$ cat src/rtl/ctrl_pkg.sv
// Shared types and encodings for the multicycle RV32I-subset controller.
package ctrl_pkg;

   typedef enum logic [3:0] {
      FETCH,
      DECODE,
      MEMADR,
      MEMREAD,
      MEMWB,
      MEMWRITE,
      EXECUTER,
      EXECUTEI,
      ALUWB,
      BEQ,
      JAL
   } state_t;

   localparam logic [6:0] OP_LOAD   = 7'b0000011;
   localparam logic [6:0] OP_STORE  = 7'b0100011;
   localparam logic [6:0] OP_RTYPE  = 7'b0110011;
   localparam logic [6:0] OP_ITYPE  = 7'b0010011;
   localparam logic [6:0] OP_BRANCH = 7'b1100011;
   localparam logic [6:0] OP_JAL    = 7'b1101111;

   localparam logic [2:0] ADD           = 3'b000;
   localparam logic [2:0] SUBTRACT      = 3'b001;
   localparam logic [2:0] AND           = 3'b010;
   localparam logic [2:0] OR            = 3'b011;
   localparam logic [2:0] SET_LESS_THAN = 3'b101;

   localparam logic [1:0] ALUOP_ADD    = 2'b00;
   localparam logic [1:0] ALUOP_SUB    = 2'b01;
   localparam logic [1:0] ALUOP_FUNCT  = 2'b10;

   localparam logic [1:0] RES_ALUOUT   = 2'b00;
   localparam logic [1:0] RES_DATA     = 2'b01;
   localparam logic [1:0] RES_ALURES   = 2'b10;

   localparam logic [1:0] SRCA_PC      = 2'b00;
   localparam logic [1:0] SRCA_OLDPC   = 2'b01;
   localparam logic [1:0] SRCA_REGA    = 2'b10;

   localparam logic [1:0] SRCB_REGB    = 2'b00;
   localparam logic [1:0] SRCB_IMM     = 2'b01;
   localparam logic [1:0] SRCB_FOUR    = 2'b10;

   localparam logic       ADR_PC       = 1'b0;
   localparam logic       ADR_ALUOUT   = 1'b1;

endpackage

$ cat src/rtl/alu_decoder.sv
// Combinational ALUOp/funct decode into the 3-bit ALU control code.
module alu_decoder
   import ctrl_pkg::*;
(
   input  logic [1:0] aluop_i,
   input  logic [2:0] funct3_i,
   input  logic       op5_i,
   input  logic       funct7b5_i,
   output logic [2:0] alu_control_o
);

   always_comb begin
      alu_control_o = ADD;
      unique case (aluop_i)
         ALUOP_SUB: alu_control_o = SUBTRACT;
         ALUOP_FUNCT: begin
            unique case (funct3_i)
               // op5 separates R-type from I-type so addi never becomes sub
               3'b000:  alu_control_o = (op5_i & funct7b5_i) ? SUBTRACT : ADD;
               3'b010:  alu_control_o = SET_LESS_THAN;
               3'b110:  alu_control_o = OR;
               3'b111:  alu_control_o = AND;
               default: alu_control_o = ADD;
            endcase
         end
         default: alu_control_o = ADD;
      endcase
   end

endmodule

$ cat src/rtl/multicycle_control_fsm.sv
// Main multicycle controller: sequences fetch/decode/execute/memory/writeback.
module multicycle_control_fsm
   import ctrl_pkg::*;
#(
   parameter int unsigned MEM_WAIT_EN = 1
) (
   input  logic       clk,
   input  logic       rst_n,
   input  logic [6:0] opcode,
   input  logic [2:0] funct3,
   input  logic       funct7b5,
   input  logic       Zero,
   input  logic       mem_ready,
   output logic       PCWrite,
   output logic       AdrSrc,
   output logic       MemWrite,
   output logic       IRWrite,
   output logic       RegWrite,
   output logic [1:0] ResultSrc,
   output logic [1:0] ALUSrcA,
   output logic [1:0] ALUSrcB,
   output logic [2:0] ALU_control,
   output logic       illegal_instr
);

   state_t     state_q, state_d;
   logic [1:0] aluop;
   logic       mem_rdy;

   assign mem_rdy = (MEM_WAIT_EN == 0) ? 1'b1 : mem_ready;

   always_ff @(posedge clk) begin
      if (!rst_n) state_q <= FETCH;
      else        state_q <= state_d;
   end

   always_comb begin
      state_d       = state_q;
      PCWrite       = 1'b0;
      AdrSrc        = ADR_PC;
      MemWrite      = 1'b0;
      IRWrite       = 1'b0;
      RegWrite      = 1'b0;
      ResultSrc     = RES_ALUOUT;
      ALUSrcA       = SRCA_PC;
      ALUSrcB       = SRCB_REGB;
      aluop         = ALUOP_ADD;
      illegal_instr = 1'b0;
      unique case (state_q)
         FETCH: begin
            ALUSrcB   = SRCB_FOUR;
            ResultSrc = RES_ALURES;
            IRWrite   = mem_rdy;
            PCWrite   = mem_rdy;
            if (mem_rdy) state_d = DECODE;
         end
         DECODE: begin
            ALUSrcA = SRCA_OLDPC;
            ALUSrcB = SRCB_IMM;
            unique case (opcode)
               OP_LOAD, OP_STORE: state_d = MEMADR;
               OP_RTYPE:          state_d = EXECUTER;
               OP_ITYPE:          state_d = EXECUTEI;
               OP_BRANCH:         state_d = BEQ;
               OP_JAL:            state_d = JAL;
               default: begin
                  state_d       = FETCH;
                  illegal_instr = 1'b1;
               end
            endcase
         end
         MEMADR: begin
            ALUSrcA = SRCA_REGA;
            ALUSrcB = SRCB_IMM;
            state_d = opcode[5] ? MEMWRITE : MEMREAD;
         end
         MEMREAD: begin
            AdrSrc = ADR_ALUOUT;
            if (mem_rdy) state_d = MEMWB;
         end
         MEMWB: begin
            ResultSrc = RES_DATA;
            RegWrite  = 1'b1;
            state_d   = FETCH;
         end
         MEMWRITE: begin
            AdrSrc   = ADR_ALUOUT;
            MemWrite = 1'b1;
            if (mem_rdy) state_d = FETCH;
         end
         EXECUTER: begin
            ALUSrcA = SRCA_REGA;
            ALUSrcB = SRCB_REGB;
            aluop   = ALUOP_FUNCT;
            state_d = ALUWB;
         end
         EXECUTEI: begin
            ALUSrcA = SRCA_REGA;
            ALUSrcB = SRCB_IMM;
            aluop   = ALUOP_FUNCT;
            state_d = ALUWB;
         end
         ALUWB: begin
            RegWrite = 1'b1;
            state_d  = FETCH;
         end
         BEQ: begin
            ALUSrcA = SRCA_REGA;
            ALUSrcB = SRCB_REGB;
            aluop   = ALUOP_SUB;
            PCWrite = Zero;
            state_d = FETCH;
         end
         JAL: begin
            ALUSrcA = SRCA_OLDPC;
            ALUSrcB = SRCB_FOUR;
            PCWrite = 1'b1;
            state_d = ALUWB;
         end
         default: state_d = FETCH;
      endcase
   end

   alu_decoder u_alu_decoder (
      .aluop_i       (aluop),
      .funct3_i      (funct3),
      .op5_i         (opcode[5]),
      .funct7b5_i    (funct7b5),
      .alu_control_o (ALU_control)
   );

endmodule

$ cat config.mk
export PLATFORM = sky130hd
export DESIGN_NAME = multicycle_control_fsm
export DESIGN_NICKNAME = d
export VERILOG_FILES = /design/src/rtl/ctrl_pkg.sv /design/src/rtl/alu_decoder.sv /design/src/rtl/multicycle_control_fsm.sv
export SDC_FILE = /design/constraint.sdc
export NUM_CORES = 1
export LEC_CHECK = 0
export BUFFER_PORTS_ARGS = -buffer_cell sky130_fd_sc_hd__buf_4
export CAP_MARGIN = 20
export CORE_AREA = 2 2 39 41
export CTS_CLUSTER_SIZE = 28
export DETAILED_ROUTE_END_ITERATION = 7
export DIE_AREA = 0 0 41 43
export PLACE_DENSITY = 0.76
export SLEW_MARGIN = 30
export SYNTH_ARGS = -nofsm -noshare
export SYNTH_HDL_FRONTEND = slang
export SYNTH_SLANG_ARGS = --single-unit
$ cat constraint.sdc
create_clock -name clk -period 5.2 [get_ports clk]
set_clock_uncertainty 0.15 [all_clocks]
set_input_delay 0.26 -clock clk [delete_from_list [all_inputs] [get_ports clk]]
set_output_delay 0.26 -clock clk [all_outputs]
set_load 0.02 [all_outputs]
==> out/results.ini, run 1 <==
[route]
viasPerCell=5.23
post_drt_wl_per_cell_um=11.4
wirelength_mm=1.51
dr.pass1.iters=4
drtAntennaViolNets=0
num_vias=690
drt-initial-drc-count=6
drc=0

[global_routing]
grt.total_usage=0.202
overflow=0
grt_pass1_vias=626
grt_max_degree=16
grt_antenna_before_repair=0
grt_pass1_wl_mm=2.46

[clocking]
cts_inserted_buffers=3
cts_setup_buffers=0
cts_tree=yes
htree_levels=1
clock_path_buffers=2
clkSinkCount=4
clk_latency_ns=0.23
cts_root_buf=clkbuf_4
ctsResizeCount=0
path_clk_slew_ns=0.04
cts.hold.buffers_added=0

[timing]
slew_headroom=0.629
final.period_utilization=0.465
finalHoldViolCount=0
setup_viol=0
min_period_ns=2.42
rsz0062_at_grt=false
worst_pin_slew_ns=0.556
fmax_mhz=413
slew_violations=0
tns_ns=0

[yosys]
synth_top_area_frac=0.142
synth_cells=88
yosysWarnings=0
synth_area_per_cell_um2=6.43
syn_nets=105
synthDistinctLibCells=35
yosysTopAreaCell=dfxtp_1
ys_seq_area_frac=0.142
ys_ff_latch=4
synthTopCellsByArea=dfxtp_1 (14%), nor3_1 (8.8%), nor2_1 (8.0%)
synth_area_um2=566

[floorplan]
start_util=0.409
pin_count=30
rows=14
core_um2=1380
die_y_um=43
dieArea_um2=1760
die_w_um=41

[layout]
utilization=0.585
n_fill_cell=130
seqCellArea_um2=80.1
fin_nets=135
largest_reg_flops=4
most-common-layout-cells=buf_4 (29), nor2_1 (12), nor3_1 (10)
drive_gt1_frac=0.310
diodes=0
syn2layout_area_growth_pct=43.1
top_register=state_q
multi_input_area_um2=450
final_common_cell=buf_4
reg.largest.list=state_q x4

[setup_path]
worstPathArrival_ns=2.01
cp-start-kind=register
end_kind=output pin
critPathMaxFanout=14
critPathRequiredTime_ns=4.79
crit_type=reg2out
reg2regPathDepth=4

[min_path]
hp-class=in2reg
hold_depth=2

[outcome]
status=completed

[pwr]
internal-power_mw=0.0783
power.density_nw_per_um2=141
p_leak_nw=0.371
power_mw=0.114
swShare=0.315
p_sw_mw=0.0360
p_clk_frac=0.340
combPwrFrac=0.359
ir_drop_mv=0.0850
seq_power_share=0.301

[placement]
dpl.hpwl_mm=1.18
io_buffers=29
gp_congestion=0.810

[job]
maxCapViolations=0

-- worst max-delay path, stage by stage, from the launching register on --
cell	delay, ns
dfxtp_1	0.60
nor2b_1	0.25
and2_1	0.17
inv_1	0.05
ha_1	0.28
nor4_1	0.24
buf_4	0.19
-- cell usage after synthesis --
library cell,n
or4_1,1
mux2i_1,1
nor4_1,2
clkbuf_1,3
a31oi_1,1
nand4bb_1,1
nand2b_1,1
ha_1,2
o311a_1,1
nor3_1,10
and3_1,1
a21boi_0,1
and2_0,1
and2_1,2
nand3b_1,1
dfxtp_1,4
nor4b_1,1
o2bb2ai_1,1
nor2b_1,3
xnor2_1,2
o21bai_1,1
nor2_1,12
or3b_2,1
or4b_4,1
buf_2,1
or2_2,1
a21oi_1,5
o21ai_1,1
xor2_1,2
inv_1,5
nand2_1,7
nand3_1,3
a211oi_1,1
o21ai_0,6
a21bo_2,1
-- metrics by stage --
| stage | instance area (um^2) | cells | setup slack, ns | hold slack, ns |
|---|---|---|---|---|
| 2_1_floorplan | 566 | 88 | 2.81 | 0.241 |
| 3_3_place_gp | 787 | 129 | 3.09 | 0.376 |
| 3_5_place_dp | 787 | 129 | 3.03 | 0.383 |
| 4_1_cts | 810 | 132 | 2.77 | 0.132 |
| 5_1_grt | 810 | 132 | 2.59 | 0.132 |
| 6_report | 810 | 132 | 2.78 | 0.140 |
-- final timing paths --
path,from,end,slack [ns]
setup / recovery,state_q[2]$_SDFFE_PN0P_,ALU_control[2],2.78
hold / removal,rst_n,state_q[3]$_SDFFE_PN0P_,0.14
setup reg to reg,state_q[0]$_SDFFE_PN0P_,state_q[3]$_SDFFE_PN0P_,3.07
hold reg to reg,state_q[1]$_SDFFE_PN0P_,state_q[1]$_SDFFE_PN0P_,0.55
-- layout make-up --
cell class | instances | share of cell area
sequential | 4 | 0.0989
tap | 16 | 0.0247
timing repair buffer | 29 | 0.269
multi-input combinational | 75 | 0.556
clock buffer | 3 | 0.0278
inverter | 5 | 0.0232
-- routing by layer --
| metal | wire (um) | track usage |
|---|---|---|
| met1 | 680 | 0.247 |
| met2 | 747 | 0.316 |
| met3 | 77 | 0.0471 |
| met4 | 0 | 0.0933 |
| met5 | 0 | 0 |
-- power groups by stage --
stage,sequential (mW),clock (mW),combinational (mW)
2_1_floorplan,0.0328,0,0.0231
3_3_place_gp,0.0345,0,0.0407
3_5_place_dp,0.0347,0,0.0412
4_1_cts,0.0342,0.0412,0.0413
5_1_grt,0.0346,0.0432,0.0448
6_report,0.0344,0.0389,0.0410
-- cells by family (layout without fill, tap and decap cells) --
| logic type | after synthesis | after routing | synth area share |
|---|---|---|---|
| buffers and inverters | 9 | 37 | 0.0619 |
| AO/OA/AOI/OAI | 19 | 19 | 0.208 |
| flip-flops | 4 | 4 | 0.142 |
| XOR/XNOR | 4 | 4 | 0.0620 |
| adder cells (fa/ha/maj) | 2 | 2 | 0.0442 |
| multiplexers | 1 | 1 | 0.0177 |
| AND/OR/NAND/NOR | 49 | 49 | 0.465 |
(Power assumes the default switching activity.)
==> run 2: changes to the inputs <==
--- a/config.mk
+++ b/config.mk
@@ -5,13 +5,14 @@
 export SDC_FILE = /design/constraint.sdc
 export NUM_CORES = 1
 export LEC_CHECK = 0
+export ABC_AREA = 1
 export BUFFER_PORTS_ARGS = -buffer_cell sky130_fd_sc_hd__buf_4
 export CAP_MARGIN = 20
-export CORE_AREA = 2 2 39 41
+export CORE_MARGIN = 1.5
+export CORE_UTILIZATION = 38
 export CTS_CLUSTER_SIZE = 28
 export DETAILED_ROUTE_END_ITERATION = 7
-export DIE_AREA = 0 0 41 43
-export PLACE_DENSITY = 0.76
+export PLACE_DENSITY = 0.74
 export SLEW_MARGIN = 30
 export SYNTH_ARGS = -nofsm -noshare
 export SYNTH_HDL_FRONTEND = slang
==> constraint.sdc (replaced) <==
create_clock -name clk -period 2.1 [get_ports clk]
set_clock_uncertainty 0.15 [all_clocks]
set_input_delay 0.105 -clock clk [delete_from_list [all_inputs] [get_ports clk]]
set_output_delay 0.105 -clock clk [all_outputs]
set_load 0.02 [all_outputs]
==> run 2 against run 1 <==
Via count up 2.5%. Clock-buffer cell count unchanged. Cell area down 0.46%. Power rose to 2.6 times the previous value. First-iteration DRC count up 83%. Hold slack worse by 0.079 ns. Worst setup slack worse by 2.7 ns. Synthesized area down 8.4%. Critical path depth up 2. Largest power group unchanged. Die area down 9.6%. Final cell count up 13%.
==> out/results.ini, run 2 <==
[outcome]
status=completed

[yosys]
synthTopCellsByArea=nand2_1 (21%), inv_1 (16%), dfxtp_1 (15%)
synth_area_per_cell_um2=5.18
synth_cells=100
synthDistinctLibCells=18
synth_top_area_frac=0.210
ys_seq_area_frac=0.155
synth_area_um2=518
synth.most_common_cell=nand2_1
synth_async_sr_flop_share=0
syn_nets=117
synth_ff_type=dfxtp_1
ys_ff_latch=4
yosysTopAreaCell=nand2_1
yosys-top-cells-count=nand2_1 (29), inv_1 (22), nor2_1 (18)
synth_edf_count=0
yosysWarnings=0

[setup_path]
critPathRequiredTime_ns=1.85
crit_type=reg2out
end_kind=output pin
critPathMaxFanout=3
worstPathArrival_ns=1.74
cp-start-kind=register

[layout]
syn2layout_area_growth_pct=55.6
most-common-layout-cells=buf_4 (30), nand2_1 (29), inv_1 (21)
reg.largest.list=state_q x4
largest_reg_flops=4
top_register=state_q
fin_nets=153
diodes=0
utilization=0.627
final_common_cell=buf_4
final_area_um2=806
n_fill_cell=127
fin_cells=149
drive_gt1_frac=0.321

[clocking]
clk_latency_ns=0.23
cts_inserted_buffers=3
cts_tree=yes
path_clk_slew_ns=0.03
htree_levels=1
clkSinkCount=4
clock_path_buffers=2
cts_setup_buffers=0
cts_root_buf=clkbuf_4

[route]
drtAntennaViolNets=0
wirelength_mm=1.37
viasPerCell=4.74
num_vias=707
drt-initial-drc-count=11
post_drt_wl_per_cell_um=9.22
dr.pass1.iters=4
drc=0

[global_routing]
grt_pass1_wl_mm=2.06
grt.total_usage=0.188
overflow=0
grt_max_degree=7
grt_antenna_before_repair=0
grt_pass1_vias=562

[floorplan]
die_w_um=39.9
dieArea_um2=1590
die_y_um=39.9
core_um2=1280
start_util=0.403
rows=13
pin_count=30

[timing]
slew_violations=0
fmax_mhz=500
tns_ns=0
setup_viol=0
min_period_ns=2.00
holdWs_ns=0.0608
finalHoldViolCount=0
worst_pin_slew_ns=0.246
final.period_utilization=0.952
slew_headroom=0.836
worst_slack_ns=0.101

[job]
maxCapViolations=0

[pwr]
p_leak_nw=0.470
power_mw=0.301
ir_drop_mv=0.228
power.density_nw_per_um2=373

[placement]
dpl_cell_area_um2=762
gp_congestion=0.792
dpl.hpwl_mm=1.18
place_ws_ns=0.322
dp_cells=145
io_buffers=29

[min_path]
hp-class=in2reg

==> run 2: changes by cell type after synthesis, moves of 3 or more <==
| cell | delta |
|---|---|
| nor2b_1 | -3 |
| nand3_1 | +6 |
| nor3_1 | -10 |
| inv_1 | +17 |
| nor2_1 | +6 |
| o21ai_0 | -5 |
| clkbuf_1 | -3 |
| nand2_1 | +22 |
==> run 2: power by group <==
group | switching, mW | leakage [nW] | internal, mW
logic | 0.0689 | 0.424 | 0.0576
clock network | 0.0294 | 0.0138 | 0.0637
registers | 0.00201 | 0.0325 | 0.0789
==> run 2: layer usage <==
metal,routed length [um],vias to the layer above,global-route usage
met2,670,27,0.335
met1,577,303,0.224
met3,118,2,0.0341
met5,0,-,0
met4,8,0,0.0517
li1,-,375,-
==> run 2: logic make-up after synthesis <==
group	synth area share
simple gates	0.541
buf+inv	0.167
compound gates	0.0894
flops	0.155
fa+ha+maj	0.0483
==> run 2: final cells by class <==
cell class              count  area [um^2]  share of cell area
repair buffers             31          235               0.292
inverters                  23         86.3               0.107
well taps                  15         18.8              0.0233
flip-flops and latches      4         80.1              0.0994
clock buffers               3         22.5              0.0280
multi-input cells          73          363               0.450
==> run 2: worst max-delay path, stage by stage, from the launching register on <==
cell and delay [ns]:
dfxtp_1 0.32, inv_1 0.07, nor2_2 0.10, inv_1 0.08, nor2_2 0.13, inv_1 0.08
ha_1 0.31, nor4_2 0.23, buf_4 0.18
==> run 2: path summary, 6_finish.rpt <==
kind	start	to	slack (ns)	cells past startpoint
worst max-delay path	state_q[2]$_SDFFE_PN0P_	ALU_control[2]	0.10	8
worst min-delay path	mem_ready	state_q[2]$_SDFFE_PN0P_	0.06	4
worst max register to register	state_q[0]$_SDFFE_PN0P_	state_q[2]$_SDFFE_PN0P_	0.79	7
worst min register to register	state_q[2]$_SDFFE_PN0P_	state_q[0]$_SDFFE_PN0P_	0.51	5
==> run 2: repair_timing <==
action                                  in CTS  in global routing
hold buffers                                 1                  0
endpoints found under the hold margin        1                  0
endpoints found under the setup margin       0                  2
gates resized for setup                      0                  4
==> run 3: changes to the inputs <==
--- a/config.mk
+++ b/config.mk
@@ -12,8 +12,11 @@
 export CORE_UTILIZATION = 38
 export CTS_CLUSTER_SIZE = 28
 export DETAILED_ROUTE_END_ITERATION = 7
-export PLACE_DENSITY = 0.74
+export PLACE_DENSITY = 0.73
+export REMOVE_ABC_BUFFERS = 1
+export SKIP_LAST_GASP = 1
 export SLEW_MARGIN = 30
 export SYNTH_ARGS = -nofsm -noshare
 export SYNTH_HDL_FRONTEND = slang
+export SYNTH_HIERARCHICAL = 1
 export SYNTH_SLANG_ARGS = --single-unit
==> run 3 against run 2 <==
Die area is 3.6% higher. Synthesized cell count is 4.0% higher. Largest cell class unchanged. Power is 1.9% higher. Routed wire length is 3.7% higher. Clock-buffer cell count stayed put. Final cell count is 3.4% higher.
==> out/results.ini, run 3 <==
[yosys]
synth_top_area_frac=0.209
synth_ff_type=dfxtp_1
yosysTopAreaCell=nand2_1
synth_cells=104
yosys-top-cells-count=nand2_1 (30), inv_1 (25), nor2_1 (16)
yosysWarnings=6
synth_async_sr_flop_share=0
synthDistinctLibCells=18
ys_ff_latch=4
synth_area_um2=538
synth_edf_count=0
synthTopCellsByArea=nand2_1 (21%), inv_1 (17%), dfxtp_1 (15%)
synth.most_common_cell=nand2_1
synth_area_per_cell_um2=5.17
ys_seq_area_frac=0.149

[route]
post_drt_wl_per_cell_um=9.25
dr.pass1.iters=3
wirelength_mm=1.43
num_vias=708
drt-initial-drc-count=16
drc=0
viasPerCell=4.60
drtAntennaViolNets=0

[timing]
fmax_mhz=507
finalHoldViolCount=0
holdWs_ns=0.0520
tns_ns=0
worst_pin_slew_ns=0.356
slew_violations=0
worst_slack_ns=0.128
slew_headroom=0.760
min_period_ns=1.97
final.period_utilization=0.939
setup_viol=0

[setup_path]
r2r_start=state_q[0]$_SDFFE_PN0P_
cp-startpoint=state_q[3]$_SDFFE_PN0P_
critPathRequiredTime_ns=1.85
reg2regPathDepth=8
reg2reg_slack_ns=0.83
critPathMaxFanout=4
crit_type=reg2out
worstPathArrival_ns=1.72
end_kind=output pin
cp-start-kind=register
worstReg2RegEnd=state_q[2]$_SDFFE_PN0P_

[floorplan]
pin_count=30
core_um2=1320
dieArea_um2=1650
die_w_um=40.6
start_util=0.408
rows=13
die_y_um=40.6

[min_path]
whs_endpoint=state_q[2]$_SDFFE_PN0P_
hp-class=in2reg
hold_start=mem_ready
hold_depth=4

[layout]
reg.largest.list=state_q x4
largest_reg_flops=4
diodes=0
most-common-layout-cells=buf_4 (31), nand2_1 (29), inv_1 (24)
n_fill_cell=145
final_common_cell=buf_4
fin_nets=158
syn2layout_area_growth_pct=56.7
top_register=state_q
drive_gt1_frac=0.338
utilization=0.640

[placement]
dpl.hpwl_mm=1.18
io_buffers=29
gp_congestion=0.833
place_ws_ns=0.241

[clocking]
clk_latency_ns=0.24
htree_levels=1
cts_inserted_buffers=3
cts_root_buf=clkbuf_4
path_clk_slew_ns=0.04
clock_path_buffers=2
clkSinkCount=4
cts_tree=yes

[global_routing]
grt_antenna_before_repair=0
grt_pass1_vias=584
overflow=0
grt_max_degree=8
grt_pass1_wl_mm=2.11
grt.total_usage=0.189

[pwr]
p_leak_nw=0.504
ir_drop_mv=0.261
power.density_nw_per_um2=363

[outcome]
status=completed

[job]
maxCapViolations=0

run 3: cell count changes after synthesis, sizes merged:
cell,delta
nand2,+2
inv,+3
o21ai,-1
o311ai,+1
nand4,+1
and3,+1
nor4,-1
nor2,-1
a21oi,-1
run 3: worst max path at each step:
| stage | end | slack (ns) |
|---|---|---|
| 4_1_cts | ALU_control[2] | 0.01 |
| 5_1_grt | ALU_control[2] | -0.007 |
| 3_5_place_dp | ALU_control[2] | 0.24 |
| 6_report | ALU_control[2] | 0.13 |
| 2_1_floorplan | ALU_control[2] | 0.29 |
| 3_3_place_gp | ALU_control[2] | 0.28 |
run 3: kinds of logic (layout without fill, tap and decap cells):
logic type	Yosys count	in the layout	synth area share
simple gates	65	65	0.540
compound gates	7	7	0.0837
buf+inv	26	61	0.181
flops	4	4	0.149
fa+ha+maj	2	2	0.0465
run 3: cell type report:
type / count / area (um^2) / area share
Timing Repair Buffer: 32 / 243 / 0.288
Multi-Input combinational cell: 74 / 380 / 0.451
Tap cell: 15 / 18.8 / 0.0223
Clock buffer: 3 / 22.5 / 0.0267
Sequential cell: 4 / 81.3 / 0.0964
Inverter: 26 / 97.6 / 0.116
run 3: metrics by stage:
step | instance area [um^2] | cells | power (mW)
6_report | 843 | 154 | 0.306
5_1_grt | 843 | 154 | 0.328
4_1_cts | 817 | 153 | 0.308
3_5_place_dp | 782 | 149 | 0.206
3_3_place_gp | 782 | 149 | 0.205
2_1_floorplan | 538 | 104 | 0.149
run 3: routing by layer:
layer  global-route usage  share of wire  up-vias
met1                0.220           0.45      298
met2                0.349           0.49       21
met5                    0              0        -
met3               0.0326          0.053        2
li1                     -              -      387
met4               0.0500         0.0091        0
run 3: where the power goes:
| group | internal, mW | switching, mW |
|---|---|---|
| sequential | 0.0789 | 0.00195 |
| clock | 0.0641 | 0.0340 |
| combinational | 0.0575 | 0.0698 |
| total | 0.200 | 0.106 |
run 3: repair_timing:
action,4_1_cts,5_1_grt
buffers inserted,0,1
pin swaps,0,1
hold endpoints to repair,2,0
hold buffers,1,0
resized for setup,1,7
endpoints found under the setup margin,1,3
run 3: critical path, stage by stage, from the launching register on:
cell and delay (ns):
dfxtp_1 0.42, nand2_2 0.12, nor2_4 0.15, inv_1 0.06, ha_1 0.31, inv_1 0.08
nand4_1 0.10, nor2_1 0.10, buf_4 0.14
